[config.mk]
export PLATFORM = sky130hd
export DESIGN_NAME = tetris_sched
export DESIGN_NICKNAME = d
export VERILOG_FILES = /design/src/rtl/tetris_pkg.sv /design/src/rtl/tetris_grav_timer.sv /design/src/rtl/tetris_sched.sv
export SDC_FILE = /design/constraint.sdc
export NUM_CORES = 1
export LEC_CHECK = 0
export ABC_AREA = 1
export BUFFER_PORTS_ARGS = -buffer_cell sky130_fd_sc_hd__buf_4
export CORE_MARGIN = 4
export CORE_UTILIZATION = 60
export DETAILED_ROUTE_END_ITERATION = 7
export PLACE_DENSITY = 0.78
export SLEW_MARGIN = 30
export SYNTH_ARGS = -nofsm -noshare
export SYNTH_HDL_FRONTEND = slang
export SYNTH_HIERARCHICAL = 1
export SYNTH_SLANG_ARGS = --single-unit
[constraint.sdc]
create_clock -name clk -period 3.5 [get_ports clk]
set_input_delay 0.175 -clock clk [delete_from_list [all_inputs] [get_ports clk]]
set_output_delay 0.175 -clock clk [all_outputs]
set_load 0.02 [all_outputs]
[src/rtl/tetris_pkg.sv]
// Shared definitions for the Tetris move scheduler: op codes, FSM states,
// button indices and the score-to-level helper.
package tetris_pkg;

    typedef enum logic [2:0] {
        OP_NEW   = 3'd0,
        OP_LEFT  = 3'd1,
        OP_RIGHT = 3'd2,
        OP_ROT   = 3'd3,
        OP_DROP  = 3'd4,
        OP_LOCK  = 3'd5,
        OP_CLEAR = 3'd6,
        OP_SPAWN = 3'd7
    } op_e;

    typedef enum logic [2:0] {
        ST_IDLE  = 3'd0,
        ST_PLAY  = 3'd1,
        ST_ISSUE = 3'd2,
        ST_LOCK  = 3'd3,
        ST_CLEAR = 3'd4,
        ST_SPAWN = 3'd5,
        ST_OVER  = 3'd6
    } state_e;

    localparam int LEVEL_THR = 7;

    localparam int B_LEFT  = 0;
    localparam int B_RIGHT = 1;
    localparam int B_DOWN  = 2;
    localparam int B_ROT   = 3;
    localparam int B_START = 4;

    // Count of thresholds k*step (k = 1..7) met by score; unrolls to a compare chain.
    function automatic logic [2:0] level_of(input logic [31:0] score, input int step);
        logic [2:0]  lvl;
        logic [31:0] thr;
        lvl = 3'd0;
        for (int k = 1; k <= LEVEL_THR; k++) begin
            thr = k * step;
            if (score >= thr) begin
                lvl = lvl + 3'd1;
            end else begin
                lvl = lvl;
            end
        end
        return lvl;
    endfunction

endpackage

[src/rtl/tetris_grav_timer.sv]
// Gravity timer: counts while run is high and pulses tick once per interval.
// The interval is re-latched from level only when the count restarts.
module tetris_grav_timer
    import tetris_pkg::*;
#(
    parameter int TICK_BASE = 50_000_000,
    parameter int TICK_MIN  = 3_125_000
) (
    input  logic       clk,
    input  logic       rst_n,
    input  logic       run,
    input  logic       clr,
    input  logic [2:0] level,
    output logic       tick
);

    localparam logic [31:0] BASE_C = TICK_BASE;
    localparam logic [31:0] MIN_C  = TICK_MIN;

    function automatic logic [31:0] interval_of(input logic [2:0] lvl);
        logic [31:0] sh;
        sh = BASE_C >> lvl;
        if (sh < MIN_C) begin
            return MIN_C;
        end else begin
            return sh;
        end
    endfunction

    logic [31:0] cnt_r;
    logic [31:0] intv_r;
    logic        tick_r;

    assign tick = tick_r;

    // Counter, latched interval and registered tick pulse.
    always_ff @(posedge clk or negedge rst_n) begin
        if (!rst_n) begin
            cnt_r  <= 32'd0;
            intv_r <= interval_of(3'd0);
            tick_r <= 1'b0;
        end else if (clr) begin
            cnt_r  <= 32'd0;
            intv_r <= interval_of(level);
            tick_r <= 1'b0;
        end else if (run) begin
            if (cnt_r >= intv_r - 32'd1) begin
                cnt_r  <= 32'd0;
                intv_r <= interval_of(level);
                tick_r <= 1'b1;
            end else begin
                cnt_r  <= cnt_r + 32'd1;
                tick_r <= 1'b0;
            end
        end else begin
            tick_r <= 1'b0;
        end
    end

endmodule

[src/rtl/tetris_sched.sv]
// Move scheduler: arbitrates button and gravity requests onto the engine op
// port and sequences the lock/clear/spawn chain and the new-game flow.
module tetris_sched
    import tetris_pkg::*;
#(
    parameter int TICK_BASE  = 50_000_000,
    parameter int TICK_MIN   = 3_125_000,
    parameter int LEVEL_STEP = 100,
    parameter int SCORE_W    = 13
) (
    input  logic               clk,
    input  logic               rst_n,
    input  logic               btn_left,
    input  logic               btn_right,
    input  logic               btn_down,
    input  logic               btn_rot,
    input  logic               btn_start,
    input  logic [SCORE_W-1:0] score,
    output logic               op_valid,
    output logic [2:0]         op_code,
    input  logic               op_done,
    input  logic               op_ok,
    output logic [2:0]         level,
    output logic               playing,
    output logic               game_over
);

    state_e     state_r, state_nxt_s;
    logic       op_valid_r, op_valid_nxt_s;
    op_e        op_code_r, op_code_nxt_s;
    logic [2:0] level_r;
    logic       playing_r, game_over_r;

    logic [4:0] btn_s, btn_prev_r, btn_edge_s;
    logic [3:0] pend_r, pend_nxt_s, grant_s;
    logic       grav_pend_r, grav_nxt_s, grant_grav_s;
    logic       flush_s, arm_s, run_s, tick_s;

    assign btn_s      = {btn_start, btn_rot, btn_down, btn_right, btn_left};
    assign btn_edge_s = btn_s & ~btn_prev_r;
    assign arm_s      = (state_r != ST_IDLE) && (state_r != ST_OVER);
    assign run_s      = (state_r == ST_PLAY) || (state_r == ST_ISSUE);

    assign op_valid  = op_valid_r;
    assign op_code   = op_code_r;
    assign level     = level_r;
    assign playing   = playing_r;
    assign game_over = game_over_r;

    tetris_grav_timer #(
        .TICK_BASE (TICK_BASE),
        .TICK_MIN  (TICK_MIN)
    ) u_timer (
        .clk   (clk),
        .rst_n (rst_n),
        .run   (run_s),
        .clr   (flush_s),
        .level (level_r),
        .tick  (tick_s)
    );

    // Next state, next op and grant selection.
    always_comb begin
        state_nxt_s    = state_r;
        op_valid_nxt_s = op_valid_r;
        op_code_nxt_s  = op_code_r;
        grant_s        = 4'd0;
        grant_grav_s   = 1'b0;
        flush_s        = 1'b0;
        case (state_r)
            ST_IDLE, ST_OVER: begin
                if (op_valid_r) begin
                    if (op_done) begin
                        op_valid_nxt_s = 1'b0;
                        state_nxt_s    = ST_SPAWN;
                    end else begin
                        state_nxt_s = state_r;
                    end
                end else if (btn_edge_s[B_START]) begin
                    op_valid_nxt_s = 1'b1;
                    op_code_nxt_s  = OP_NEW;
                end else begin
                    state_nxt_s = state_r;
                end
            end
            ST_PLAY: begin
                if (grav_pend_r) begin
                    grant_grav_s  = 1'b1;
                    op_code_nxt_s = OP_DROP;
                end else if (pend_r[B_DOWN]) begin
                    grant_s[B_DOWN] = 1'b1;
                    op_code_nxt_s   = OP_DROP;
                end else if (pend_r[B_ROT]) begin
                    grant_s[B_ROT] = 1'b1;
                    op_code_nxt_s  = OP_ROT;
                end else if (pend_r[B_LEFT]) begin
                    grant_s[B_LEFT] = 1'b1;
                    op_code_nxt_s   = OP_LEFT;
                end else if (pend_r[B_RIGHT]) begin
                    grant_s[B_RIGHT] = 1'b1;
                    op_code_nxt_s    = OP_RIGHT;
                end else begin
                    op_code_nxt_s = op_code_r;
                end
                if (grav_pend_r || (|pend_r)) begin
                    op_valid_nxt_s = 1'b1;
                    state_nxt_s    = ST_ISSUE;
                end else begin
                    state_nxt_s = ST_PLAY;
                end
            end
            ST_ISSUE: begin
                // A DROP that cannot move means the piece has landed.
                if (op_done) begin
                    op_valid_nxt_s = 1'b0;
                    if ((op_code_r == OP_DROP) && !op_ok) begin
                        state_nxt_s = ST_LOCK;
                    end else begin
                        state_nxt_s = ST_PLAY;
                    end
                end else begin
                    state_nxt_s = ST_ISSUE;
                end
            end
            ST_LOCK: begin
                if (!op_valid_r) begin
                    op_valid_nxt_s = 1'b1;
                    op_code_nxt_s  = OP_LOCK;
                end else if (op_done) begin
                    op_valid_nxt_s = 1'b0;
                    state_nxt_s    = ST_CLEAR;
                end else begin
                    state_nxt_s = ST_LOCK;
                end
            end
            ST_CLEAR: begin
                if (!op_valid_r) begin
                    op_valid_nxt_s = 1'b1;
                    op_code_nxt_s  = OP_CLEAR;
                end else if (op_done) begin
                    op_valid_nxt_s = 1'b0;
                    if (op_ok) begin
                        state_nxt_s = ST_CLEAR;
                    end else begin
                        state_nxt_s = ST_SPAWN;
                    end
                end else begin
                    state_nxt_s = ST_CLEAR;
                end
            end
            ST_SPAWN: begin
                if (!op_valid_r) begin
                    op_valid_nxt_s = 1'b1;
                    op_code_nxt_s  = OP_SPAWN;
                end else if (op_done) begin
                    op_valid_nxt_s = 1'b0;
                    if (op_ok) begin
                        state_nxt_s = ST_PLAY;
                        flush_s     = 1'b1;
                    end else begin
                        state_nxt_s = ST_OVER;
                    end
                end else begin
                    state_nxt_s = ST_SPAWN;
                end
            end
            default: begin
                state_nxt_s    = ST_IDLE;
                op_valid_nxt_s = 1'b0;
            end
        endcase
    end

    // Pending flags: new edges win over a same-cycle grant; a successful spawn wipes all.
    always_comb begin
        pend_nxt_s = pend_r;
        grav_nxt_s = grav_pend_r;
        if (flush_s) begin
            pend_nxt_s = 4'd0;
            grav_nxt_s = 1'b0;
        end else if (arm_s) begin
            pend_nxt_s = (pend_r & ~grant_s) | btn_edge_s[3:0];
            grav_nxt_s = (grav_pend_r & ~grant_grav_s) | tick_s;
        end else begin
            pend_nxt_s = pend_r & ~grant_s;
            grav_nxt_s = (grav_pend_r & ~grant_grav_s) | tick_s;
        end
    end

    // State, flag and output registers.
    always_ff @(posedge clk or negedge rst_n) begin
        if (!rst_n) begin
            state_r     <= ST_IDLE;
            op_valid_r  <= 1'b0;
            op_code_r   <= OP_NEW;
            level_r     <= 3'd0;
            playing_r   <= 1'b0;
            game_over_r <= 1'b0;
            btn_prev_r  <= 5'd0;
            pend_r      <= 4'd0;
            grav_pend_r <= 1'b0;
        end else begin
            state_r     <= state_nxt_s;
            op_valid_r  <= op_valid_nxt_s;
            op_code_r   <= op_code_nxt_s;
            level_r     <= level_of(32'(score), LEVEL_STEP);
            playing_r   <= (state_nxt_s == ST_PLAY) || (state_nxt_s == ST_ISSUE) ||
                           (state_nxt_s == ST_LOCK) || (state_nxt_s == ST_CLEAR) ||
                           (state_nxt_s == ST_SPAWN);
            game_over_r <= (state_nxt_s == ST_OVER);
            btn_prev_r  <= btn_s;
            pend_r      <= pend_nxt_s;
            grav_pend_r <= grav_nxt_s;
        end
    end

endmodule

# ---- Word-level counts from Yosys, hierarchy flattened
# Index checks and enable logic that the tools add are counted.
dict set report word_totals {
  ff_bits 87
  in_bits 22
  wordCells 148
}
dict set report op_classes {
  n_addsub 8
  order_cmp 9
  n_eq_ne 22
  n_shift 1
  muxes 68
  bitwise_logic 8
  n_reduce_logical 20
}
# operator count
set ops {}
lappend ops {{$mux W32} 7}
lappend ops {{$mux W3} 26}
lappend ops {{$ge A13 B9 Y1 const B} 3}
lappend ops {{$add A32 B1 Y32 const B} 1}
lappend ops {{$ge A32 B32 Y1} 1}
lappend ops {{$lt A32 B22 Y1 const B} 1}
lappend ops {{$shr A26 B3 Y32 const A} 1}
lappend ops {{$sub A32 B1 Y32 const B} 1}
lappend ops {{$ge A13 B10 Y1 const B} 2}
lappend ops {{$mux W1} 24}
lappend ops {{$eq A3 B3 Y1 const B} 7}
lappend ops {{$add A3 B1 Y3 const B} 6}
lappend ops {{$pmux W3 S6} 1}
lappend ops {{$mux W4} 4}
lappend ops {{$pmux W3 S5} 1}
lappend ops {{$ge A13 B7 Y1 const B} 1}
lappend ops {{$ge A13 B8 Y1 const B} 1}
lappend ops {{$eq A3 B2 Y1 const B} 4}
lappend ops {{$ne A2 B2 Y1 const B} 6}
lappend ops {{$mux W2} 4}
lappend ops {{$reduce_and A7 Y1} 1}
lappend ops {{$eq A3 B1 Y1 const B} 2}
lappend ops {{$logic_or A1 B1 Y1} 6}
lappend ops {{$ne A6 B6 Y1 const B} 1}
lappend ops {{other kinds (21)} 24}

# ---- Logic depth before layout (Yosys ltp)
# Gate-level depths: netlist of run 1.
dict set report logic_depth {
  depth_word 14
  depth_mapped 26
}

# ---- Cells and area by module
# Netlist of run 1, hierarchy kept.
# module n_inst cells_per_inst area_each_um2 seq_area_each_um2
set modules_own_cells {}
lappend modules_own_cells {tetris_grav_timer 1 581 4284.1 1491.4}
lappend modules_own_cells {tetris_sched 1 240 1681.6 550.5}

# ---- Worst setup path after synthesis of run 1
# No wires, ideal clock.
dict set report synth_path {
  kind {input-to-reg}
  from {input score[7]}
  to {register level_r[2], in the netlist level[2]}
  setup_ns 0.117
  t_arrival_ns 3.318
  slack_ns 0.065
  cell_stages 24
  cell_sequence {or2_1 -> nor3_1 -> ha_1 -> inv_1 -> nand3_2 -> nand2_4 -> inv_6 -> ha_1 -> nand2_1 -> nand2_1 -> nand2_1 -> nand2_1 -> nand2_1 -> nand2_1 -> ha_1 -> or2_2 -> and2_1 -> ha_1 -> nand2_1 -> xnor2_1 -> xor2_1 -> inv_1 -> nand2_1 -> nand2_1}
}
dict set report synth_between {
  elab_chain_cells 14
}
# element line_no
set synth_lines {}
lappend synth_lines {{start: declaration} tetris_sched.sv:18} ;# input logic [SCORE_W-1:0] score,
lappend synth_lines {{$ge A13 B7 Y1} tetris_pkg.sv:41} ;# if (score >= thr) begin
lappend synth_lines {{$mux W1} tetris_pkg.sv:41}
lappend synth_lines {{$add A3 B1 Y3} tetris_pkg.sv:42} ;# lvl = lvl + 3'd1;
lappend synth_lines {{$mux W3} tetris_pkg.sv:41}
lappend synth_lines {{$add A3 B1 Y3} tetris_pkg.sv:42}
lappend synth_lines {{$mux W3} tetris_pkg.sv:41}
lappend synth_lines {{$add A3 B1 Y3} tetris_pkg.sv:42}
lappend synth_lines {{$mux W3} tetris_pkg.sv:41}
lappend synth_lines {{$add A3 B1 Y3} tetris_pkg.sv:42}
lappend synth_lines {{$mux W3} tetris_pkg.sv:41}
lappend synth_lines {{$add A3 B1 Y3} tetris_pkg.sv:42}
lappend synth_lines {{$mux W3} tetris_pkg.sv:41}
lappend synth_lines {{$add A3 B1 Y3} tetris_pkg.sv:42}
lappend synth_lines {{$mux W3 *} tetris_pkg.sv:41}
lappend synth_lines {{end signal: assignment} tetris_sched.sv:206} ;# level_r <= level_of(32'(score), LEVEL_STEP);
lappend synth_lines {{end: declaration} tetris_sched.sv:31} ;# logic [2:0] level_r;
# Mark *: on every way between the ends. The rest lies on a longest branch, timed or not.
# A chain may end at the register's enable or synchronous reset.

# ---- Worst setup path after layout of run 1
dict set report layout_path {
  from {register u_timer.intv_r[1]}
  to {register u_timer.intv_r[18]}
}
dict set report layout_between {
  elab_chain_cells 4
}
# element line_no
set layout_lines {}
lappend layout_lines {{start: declaration} tetris_grav_timer.sv:31} ;# logic [31:0] intv_r;
lappend layout_lines {{start signal: assignment} tetris_grav_timer.sv:40} ;# intv_r <= interval_of(3'd0);
lappend layout_lines {{start signal: assignment} tetris_grav_timer.sv:44} ;# intv_r <= interval_of(level);
lappend layout_lines {{start signal: assignment} tetris_grav_timer.sv:49} ;# intv_r <= interval_of(level);
lappend layout_lines {{$sub A32 B1 Y32} tetris_grav_timer.sv:47} ;# if (cnt_r >= intv_r - 32'd1) begin
lappend layout_lines {{$ge A32 B32 Y1} tetris_grav_timer.sv:47}
lappend layout_lines {{$reduce_bool A2 Y1 (no source line)} -}
lappend layout_lines {{$reduce_and A2 Y1 (no source line)} -}
# No other way between the ends.

==> metrics.cfg, run 1 <==
[sta]
holdWs_ps=202.6
hold_viol=0
slew_violations=0
period_minus_slack_ps=3264
slew_headroom=0.5108
fmax_mhz=306.3
finalSetupViolations=0
clock_skew_ps=9.275
rsz0062_at_grt=false
fin_tns_setup_ps=0
min_period_over_period=0.9327
tightest_slew_ps=733.7

[yosys]
synth_top_family_by_area=simple AND/OR/NAND/NOR gates
muxShareOfSynthArea=0
synthTopCellsByArea=dfrtp_1, nand2_1, ha_1
synth_top_cell_by_area=dfrtp_1
synth_cell_type_count=47
syn_inst=821
synth_adder_area_share=0.08599
syn-num-nets=884
synth_top_area_share=0.2894
ys_seq_area_frac=0.3423
syn_area_sq_um=5966
synthXorXnorAreaFrac=0.07026
yosysWarningCount=6
syn-mean-instance-area_sq_um=7.266
ys_ff_latch=81
synth_compound_area_frac=0.08410
yosys.area_share.simple=0.3419

[power_and_ir_drop]
clkPwrFrac=0.147
leakagePower_uw=0.003452
swShare=0.4711
net-switching-power_uw=2495
ir_worst_vdd_uv=404.1
pwr-share-seq=0.299
p_int_uw=2802
power_uw=5297
power_density_nw_per_um2=764.9
pwr-share-comb=0.554

[worst_setup_path]
rr_startpoint=u_timer/intv_r[1]
required_ps=3750
crit_top_cell=nand2_1
rrSetupSlack_ps=240
crit_fanout=19
r2r_cells=21
end_kind=flip-flop
critPathBufInv=4
crit_cells=21
timing.rr.end=u_timer/intv_r[18]
crit_slowest_cell=dfrtp_1
worstPathArrival_ps=3510
worstSetupPathType=reg -> reg
slowest_delay_ps=380
cp-startpoint=u_timer/intv_r[1]
path_cells=inv_2, ha_4, nand2_1, nor2_2, nand2_2, buf_4, nor3_2, nand2_1, nor2_1, xor2_1, inv_1, ha_1, a21oi_1, o21ai_0, nand2_1, nand2_1, nor2_2, nand3_4, buf_12, nand3b_1, nand2_1
startpoint_type=flip-flop
crit_family=simple AND/OR/NAND/NOR gates

[global_routing]
grt_first_pass_wirelength_um=23120
antenna_found_initial=0
overflow=0
grt_max_degree=82
grt_pass1_vias=5408
track_usage=0.2453

[route]
drc=0
drt-total-wl_um=13820
num_vias=5589
detail-route-antenna-nets=0
first_pass_iters=7
vias_per_cell=5.490
wl_per_cell_um=13.57
drt_iter0_drc=316

[clocking]
ctsHtreeMaxLevel=3
cts.sinks=81
cts_max_path_buffers=2
cts.clk_slew.worst_paths_ps=80
insertion_delay_ps=360
root_buffer=clkbuf_8
cts_tree=built
cts_made_buffers=9

[finish]
final_cell_mix=nand2_1, inv_1, nor2_1, dfrtp_1, a21oi_1
layout-drive-gt1-share=0.1650
final_nets=943
stdcell_count=1018
syn2layout_area_growth_pct=16.09
antenna_cells=0
layout_commonest_cell=nand2_1
design_area_sq_um=6925
fillCellCount=807

[floorplanning]
core_sq_um=9729
floorplan.io_pins=31
rows=36
start_util=0.6132
die_w_um=107.7
die_h_um=107.7
dieArea_sq_um=11600

[placed_design]
dp_cells=993
postPlaceCellArea_sq_um=6484
place.gp.congestion=0.8420
dp_hpwl_um=10300
port_buffers=28

[min_path]
hold_start=op_done
hold_end=state_r[0]
holdPathStages=4
hold_path.class=in -> reg

[run]
maxCapViolCount=0

[status]
outcome=complete, no violations

==> kinds of logic after synthesis <==
family | Yosys count
AOI/OAI and AO/OA | 93
and+or+nand+nor | 443
DFF | 81
xor gates and xnor gates | 47
adders and majority gates | 41
buffers and inverters | 116
==> power by group through the flow <==
stage | combinational, uW | sequential, uW | clock [uW]
after floorplan | 1920 | 1530 | 0
after global placement | 2510 | 1570 | 0
after detailed placement | 2630 | 1580 | 0
after CTS | 2670 | 1570 | 795
after global routing | 3290 | 1620 | 839
final | 2940 | 1580 | 777
==> cell usage after synthesis (all sizes together) <==
cell,count
nand2,225
inv,101
nor2,99
dfrtp,69
a21oi,56
nand3,52
ha,41
xor2,31
nor3,29
o21ai,22
nand4,20
xnor2,16
dfstp,12
buf,7
clkbuf,7
nand3b,6
or2,5
a21o,4
and2,4
a211oi,2
a31oi,2
o21bai,2
a21boi,1
and3,1
clkinv,1
nor3b,1
nor4,1
o2111ai,1
o21a,1
o22ai,1
o31a,1
==> worst max path at each step <==
stage                                    end  slack, ps
after detailed placement            level[2]       -170
after global routing                level[2]          5
after floorplan                     level[2]         70
after global placement              level[2]        -70
after CTS                 u_timer/intv_r[16]          4
final                     u_timer/intv_r[18]        240
==> flip-flops by register name, summed over array words and instances, names as in the netlist, 3 cells and up <==
register        count
state_r             3
btn_prev_r          5
level               3
pend_r              4
op_code             3
u_timer/intv_r     26
u_timer/cnt_r      32
==> metal layers <==
metal,GRT usage,wire (um)
met3,0.04739,617
met2,0.4338,6968
met4,0.08747,316
met1,0.2958,5916
met5,0,0
==> layout make-up <==
type	count	area, sq um	area share
repair buffers	62	548.0	0.07913
flip-flops and latches	81	2042	0.2949
clock inverters	6	90.09	0.01301
well taps	133	166.4	0.02403
clock buffers	10	137.6	0.01987
multi-input cells	624	3553	0.5131
inverters	102	387.9	0.05601
==> worst register-to-register path, delay by kind of cell, from the launching register on <==
kind,cells,cell delay (ps)
buffers and inverters,4,500
AOI/OAI and AO/OA,2,240
and+or+nand+nor,12,1590
adders and majority gates,2,310
xor gates and xnor gates,1,160
DFF,1,380
==> metrics by stage <==
step / setup WS (ps) / util
floorplan: 65.35 / -
global placement: -65.61 / 0.6660
detailed placement: -168.0 / 0.6664
CTS: 3.954 / 0.6966
global route: 4.761 / 0.7118
finish: 235.5 / 0.7118
==> repair_timing <==
action / in CTS / in global routing
hold endpoints to repair: 74 / 0
hold buffers: 6 / 0
gates resized for setup: 2 / 24
setup buffers: 0 / 1
cloned: 0 / 2
endpoints found under the setup margin: 3 / 58
pin swaps: 0 / 8
(Power assumes the default switching activity.)
==> run 2, diff against run 1 <==
--- a/config.mk
+++ b/config.mk
@@ -6,7 +6,7 @@
 export NUM_CORES = 1
 export LEC_CHECK = 0
 export ABC_AREA = 1
-export BUFFER_PORTS_ARGS = -buffer_cell sky130_fd_sc_hd__buf_4
+export BUFFER_PORTS_ARGS = -buffer_cell sky130_fd_sc_hd__clkbuf_2
 export CORE_MARGIN = 4
 export CORE_UTILIZATION = 60
 export DETAILED_ROUTE_END_ITERATION = 7
==> run 2 against run 1 <==
  * Setup slack got worse by 55 ps
  * Routed wire length is 3.2% higher
  * Count of clock-buffer cells in the layout shrank 1
  * Cell count increased by 0.20%
  * Critical path type unchanged
  * Largest cell class unchanged
  * Clock power shrank 6.9%
  * Sequential share of layout area increased by 0.27 points
  * Critical path depth unchanged
  * Global-route usage is 0.86 points higher
==> metrics.cfg, run 2 (synthesized netlist as in run 1, its figures left out) <==
[status]
outcome=complete, no violations  ; unchanged

[finish]
reg_top3=u_timer/cnt_r: 32 flops, u_timer/intv_r: 26 flops, btn_prev_r: 5 flops  ; unchanged
largest_register=u_timer/cnt_r  ; unchanged
final_cell_mix=nand2_1, inv_1, nor2_1, dfrtp_1, a21oi_1  ; unchanged
design_area_sq_um=6862  ; was 6925 sq um
stdcell_count=1020  ; was 1018
largest_register_ffs=32  ; unchanged
layout_commonest_cell=nand2_1  ; unchanged
seq_area_sq_um=2042  ; unchanged
final_nets=945  ; was 943
layout-drive-gt1-share=0.1691  ; was 0.1650
antenna_cells=0  ; unchanged
fillCellCount=811  ; was 807
syn2layout_area_growth_pct=15.02  ; was 16.09%
multi_input_area_sq_um=3568  ; was 3553 sq um
final_util=0.7052  ; was 0.7118

[placed_design]
postPlaceCellArea_sq_um=6431  ; was 6484 sq um
place.gp.congestion=0.8852  ; was 0.8420
dp_hpwl_um=10570  ; was 10300 um
dp_cells=995  ; was 993
port_buffers=28  ; unchanged

[power_and_ir_drop]
leakagePower_uw=0.003439  ; was 0.003452 uW
ir_worst_vdd_uv=489.0  ; was 404.1 uV
power_density_nw_per_um2=772.2  ; was 764.9 nW/um^2

[worst_setup_path]
crit_top_cell=nor2_2  ; was nand2_1
critPathBufInv=2  ; was 4
worstSetupPathType=reg -> reg  ; unchanged
r2r_cells=21  ; unchanged
crit_slowest_cell=dfrtp_1  ; unchanged
crit_family=simple AND/OR/NAND/NOR gates  ; unchanged
crit_cells=21  ; unchanged
path_cells=inv_2, ha_2, nand2_2, nor2_4, nand2_2, nor2_1, nand3_1, nor2_2, nand3_2, nor2_2, nand3_1, ha_1, nand2_1, nor2_2, nand4_1, nor2_2, nand2_2, nand3_4, buf_8, nand3_1, nand2_1  ; was inv_2, ha_4, nand2_1, nor2_2, nand2_2, buf_4, nor3_2, nand2_1, nor2_1, xor2_1, inv_1, ha_1, a21oi_1, o21ai_0, nand2_1, nand2_1, nor2_2, nand3_4, buf_12, nand3b_1, nand2_1
rrSetupSlack_ps=180  ; was 240 ps
rr_startpoint=u_timer/intv_r[1]  ; unchanged
required_ps=3810  ; was 3750 ps
crit_fanout=17  ; was 19
slowest_delay_ps=380  ; about the same
startpoint_type=flip-flop  ; unchanged
timing.rr.end=u_timer/intv_r[25]  ; was u_timer/intv_r[18]
end_kind=flip-flop  ; unchanged
worstPathArrival_ps=3630  ; was 3510 ps

[clocking]
cts_made_buffers=9  ; unchanged
ctsHtreeMaxLevel=3  ; unchanged
root_buffer=clkbuf_8  ; unchanged
cts.sinks=81  ; unchanged
cts_max_path_buffers=2  ; unchanged
cts_tree=built  ; unchanged
insertion_delay_ps=370  ; was 360 ps
cts.clk_slew.worst_paths_ps=90  ; was 80 ps

[min_path]
hold_end=state_r[0]  ; unchanged
hold_start=op_done  ; unchanged
holdPathStages=4  ; unchanged
hold_path.class=in -> reg  ; unchanged

[route]
drc=0  ; unchanged
wl_per_cell_um=13.98  ; was 13.57 um
drt_iter0_drc=369  ; was 316
vias_per_cell=5.484  ; was 5.490
num_vias=5594  ; was 5589
first_pass_iters=5  ; was 7
detail-route-antenna-nets=0  ; unchanged
drt-total-wl_um=14260  ; was 13820 um

[global_routing]
track_usage=0.2539  ; was 0.2453
antenna_found_initial=0  ; unchanged
overflow=0  ; unchanged
grt_max_degree=82  ; unchanged
grt_first_pass_wirelength_um=23940  ; was 23120 um
grt_pass1_vias=5542  ; was 5408

[sta]
slew_headroom=0.5254  ; was 0.5108
fin_tns_setup_ps=0  ; unchanged
min_period_over_period=0.9484  ; was 0.9327
fmax_mhz=301.3  ; was 306.3 MHz
hold_viol=0  ; unchanged
clock_skew_ps=13.39  ; was 9.275 ps
slew_violations=0  ; unchanged
period_minus_slack_ps=3320  ; was 3264 ps
tightest_slew_ps=711.9  ; was 733.7 ps
finalSetupViolations=0  ; unchanged

[floorplanning]
die_w_um=107.7  ; unchanged
die_h_um=107.7  ; unchanged
core_sq_um=9729  ; unchanged
rows=36  ; unchanged
floorplan.io_pins=31  ; unchanged
dieArea_sq_um=11600  ; unchanged
start_util=0.6132  ; unchanged

[run]
maxCapViolCount=0  ; unchanged

==> run 2: layout make-up <==
cell class,count,share of cell area
well taps,133,0.02425
clock buffers,9,0.01805
flip-flops and latches,81,0.2976
inverters,102,0.05653
clock inverters,7,0.01149
repair buffers,64,0.07203
multi-input cells,624,0.5201
==> run 2: what timing repair did <==
item | CTS | global route
setup buffers | 0 | 1
gates resized for setup | 1 | 29
endpoints found under the hold margin | 74 | 0
pin swaps | 0 | 9
hold buffers | 6 | 0
cloned | 0 | 2
setup endpoints to repair | 30 | 57
==> run 2: worst min-delay path, cell delays in order <==
cell and delay, ps:
clkbuf_2 110, nand3_1 90, a211oi_1 70, nand2_1 70
==> run 2: layer usage <==
layer,up-vias,part of all wire,GRT usage
met5,-,0,0
met4,0,0.024,0.1055
met3,35,0.046,0.03599
met2,170,0.51,0.4458
met1,2624,0.42,0.3110
li1,2765,-,-
==> run 2: worst max path at each step <==
stage	slack, ps	start	endpoint
floorplan	70	score[7]	level[2]
CTS	-0.5	u_timer/intv_r[1]	u_timer/intv_r[6]
finish	180	u_timer/intv_r[1]	u_timer/intv_r[25]
global placement	-70	score[7]	level[2]
detailed placement	-210	score[7]	level[2]
global route	-50	u_timer/intv_r[1]	u_timer/intv_r[11]
==> run 2: report_power, final <==
| part | switching [uW] | internal [uW] |
|---|---|---|
| Sequential | 345 | 1240 |
| Combinational | 1860 | 1130 |
| Clock | 386 | 337 |
==> run 2: through the flow <==
step	setup slack [ps]	power (uW)	hold slack, ps
final	180.5	5299	183.0
after global routing	-47.86	5760	198.9
after CTS	-0.5134	4960	176.2
after detailed placement	-207.4	4214	264.8
after global placement	-68.05	4080	300.9
after floorplan	65.35	3448	-120.6
==> run 3, diff against run 2 <==
--- a/config.mk
+++ b/config.mk
@@ -7,7 +7,6 @@
 export LEC_CHECK = 0
 export ABC_AREA = 1
 export BUFFER_PORTS_ARGS = -buffer_cell sky130_fd_sc_hd__clkbuf_2
-export CORE_MARGIN = 4
 export CORE_UTILIZATION = 60
 export DETAILED_ROUTE_END_ITERATION = 7
 export PLACE_DENSITY = 0.78
==> constraint.sdc (replaced) <==
create_clock -name clk -period 3.5 [get_ports clk]
set_input_delay 0.525 -clock clk [delete_from_list [all_inputs] [get_ports clk]]
set_output_delay 0.525 -clock clk [all_outputs]
set_load 0.02 [all_outputs]
==> run 3 against run 2 <==
  * Largest power group unchanged
  * Design area is 1.1% higher
  * Routed wire length is 1.5% lower
  * Power is 1.5% lower
  * Highest routed layer unchanged
  * Sequential power hardly changed
  * Worst hold slack worse by 3.5 ps
  * Critical endpoint is now level[2]
  * Sequential share of layout area is 0.31 points lower
  * Register-to-register slack better by 40 ps
  * Clock skew is 3.3 ps lower
  * Cell count is 0.39% higher
  * Non-clock buffer count is 4 higher
==> metrics.cfg, run 3 (synthesized netlist as in run 1, its figures left out) <==
[run]
maxCapViolCount=0  ; unchanged

[power_and_ir_drop]
leakagePower_uw=0.003488  ; was 0.003439 uW
power_density_nw_per_um2=752.4  ; was 772.2 nW/um^2
swShare=0.4867  ; was 0.4880
net-switching-power_uw=2539  ; was 2586 uW
pwr-share-comb=0.556  ; was 0.564
clkPwrFrac=0.141  ; was 0.136
pwr-share-seq=0.303  ; was 0.299
ir_worst_vdd_uv=450.7  ; was 489.0 uV
power_uw=5217  ; was 5299 uW
p_int_uw=2678  ; was 2713 uW

[finish]
final_nets=949  ; was 945
antenna_cells=0  ; unchanged
layout_commonest_cell=nand2_1  ; unchanged
layout-drive-gt1-share=0.1930  ; was 0.1691
largest_register=u_timer/cnt_r  ; unchanged
final_cell_mix=nand2_1, inv_1, nor2_1, dfrtp_1, a21oi_1  ; unchanged
design_area_sq_um=6934  ; was 6862 sq um
syn2layout_area_growth_pct=16.23  ; was 15.02%
reg_top3=u_timer/cnt_r: 32 flops, u_timer/intv_r: 26 flops, btn_prev_r: 5 flops  ; unchanged
largest_register_ffs=32  ; unchanged

[worst_setup_path]
rrSetupSlack_ps=220  ; was 180 ps
r2r_cells=18  ; was 21
crit_family=simple AND/OR/NAND/NOR gates  ; unchanged
end_kind=flip-flop  ; unchanged
critPathBufInv=5  ; was 2
required_ps=3760  ; was 3810 ps
slowest_delay_ps=270  ; was 380 ps
worstPathArrival_ps=3600  ; was 3630 ps
crit_fanout=3  ; was 17
crit_slowest_cell=or2_4  ; was dfrtp_1
crit_cells=26  ; was 21
crit_top_cell=nand2_1  ; was nor2_2
startpoint_type=input port  ; was flip-flop
worstSetupPathType=in -> reg  ; was reg -> reg

[global_routing]
overflow=0  ; unchanged
antenna_found_initial=0  ; unchanged
grt_max_degree=82  ; unchanged
grt_first_pass_wirelength_um=22880  ; was 23940 um
track_usage=0.2828  ; was 0.2539
grt_pass1_vias=5263  ; was 5542

[sta]
hold_viol=0  ; unchanged
tightest_slew_ps=710.1  ; was 711.9 ps
fmax_mhz=299.8  ; was 301.3 MHz
setup_ws_ps=164.1  ; was 180.5 ps
clock_skew_ps=10.12  ; was 13.39 ps
period_minus_slack_ps=3336  ; was 3320 ps
slew_violations=0  ; unchanged
fin_tns_setup_ps=0  ; unchanged
holdWs_ps=179.5  ; was 183.0 ps
min_period_over_period=0.9531  ; was 0.9484
slew_headroom=0.5266  ; was 0.5254
finalSetupViolations=0  ; unchanged

[clocking]
insertion_delay_ps=370  ; about the same
cts_max_path_buffers=2  ; unchanged
cts.sinks=81  ; unchanged
hold_buffers=0  ; was 6
cts_tree=built  ; unchanged
ctsHtreeMaxLevel=3  ; unchanged
cts.clk_slew.worst_paths_ps=90  ; about the same
root_buffer=clkbuf_8  ; unchanged
cts_made_buffers=9  ; unchanged

[floorplanning]
core_sq_um=9684  ; was 9729 sq um
die_h_um=101.7  ; was 107.7 um
die_w_um=101.7  ; was 107.7 um
rows=36  ; unchanged
dieArea_sq_um=10350  ; was 11600 sq um
start_util=0.6160  ; was 0.6132
floorplan.io_pins=31  ; unchanged

[route]
vias_per_cell=5.500  ; was 5.484
drt-total-wl_um=14040  ; was 14260 um
drc=0  ; unchanged
num_vias=5632  ; was 5594
wl_per_cell_um=13.71  ; was 13.98 um
first_pass_iters=5  ; unchanged
detail-route-antenna-nets=0  ; unchanged
drt_iter0_drc=230  ; was 369

[placed_design]
port_buffers=28  ; unchanged
post-place-ws_ps=-347.6  ; was -207.4 ps
place.gp.congestion=0.8818  ; was 0.8852
postPlaceCellArea_sq_um=6481  ; was 6431 sq um
dp_hpwl_um=10270  ; was 10570 um

[status]
outcome=complete, no violations  ; unchanged

[min_path]
hold_path.class=in -> async  ; was in -> reg

==> run 3: per-layer routing <==
metal | wire [um] | share of wire | vias up | global-route usage
met3 | 617 | 0.044 | 27 | 0.03451
li1 | - | - | 2784 | -
met4 | 293 | 0.021 | 0 | 0.1193
met5 | 0 | 0 | - | 0
met1 | 5928 | 0.42 | 2649 | 0.3473
met2 | 7202 | 0.51 | 172 | 0.5005
==> run 3: path summary, 6_finish.rpt <==
path | start | endpoint
setup / recovery | score[8] | level[2]
hold / removal | rst_n | game_over
setup reg to reg | u_timer/intv_r[4] | u_timer/cnt_r[16]
hold reg to reg | u_timer/intv_r[19] | u_timer/intv_r[19]
max in group asynchronous | rst_n | u_timer/cnt_r[25]
min in group clk | btn_rot | btn_prev_r[3]
==> run 3: final cells by class <==
class / instances / area [sq um]
inverter: 102 / 387.9
clock inverter: 7 / 83.83
clock buffer: 9 / 123.9
fill: 762 / 2750
tap: 133 / 166.4
sequential: 81 / 2042
timing repair buffer: 68 / 488.0
multi-input combinational: 624 / 3642
==> run 3: what timing repair did <==
| action | 4_1_cts | 5_1_grt |
|---|---|---|
| endpoints found under the hold margin | 0 | 0 |
| pin swaps | 0 | 17 |
| gates cloned | 0 | 1 |
| setup endpoints to repair | 55 | 60 |
| resized for setup | 5 | 31 |
| buffers inserted | 0 | 9 |
==> run 3: power by group through the flow <==
stage,Combinational [uW],Clock [uW],Sequential [uW]
final,2900,736,1580
after global routing,3250,785,1620
after CTS,2640,746,1560
after detailed placement,2590,0,1580
after global placement,2490,0,1570
after floorplan,1920,0,1530
==> run 3: per-stage QoR <==
| stage | cells | util |
|---|---|---|
| 6_report | 1024 | 0.7160 |
| 5_1_grt | 1024 | 0.7160 |
| 4_1_cts | 1014 | 0.6924 |
| 3_5_place_dp | 998 | 0.6693 |
| 3_3_place_gp | 998 | 0.6693 |
| 2_1_floorplan | 821 | - |
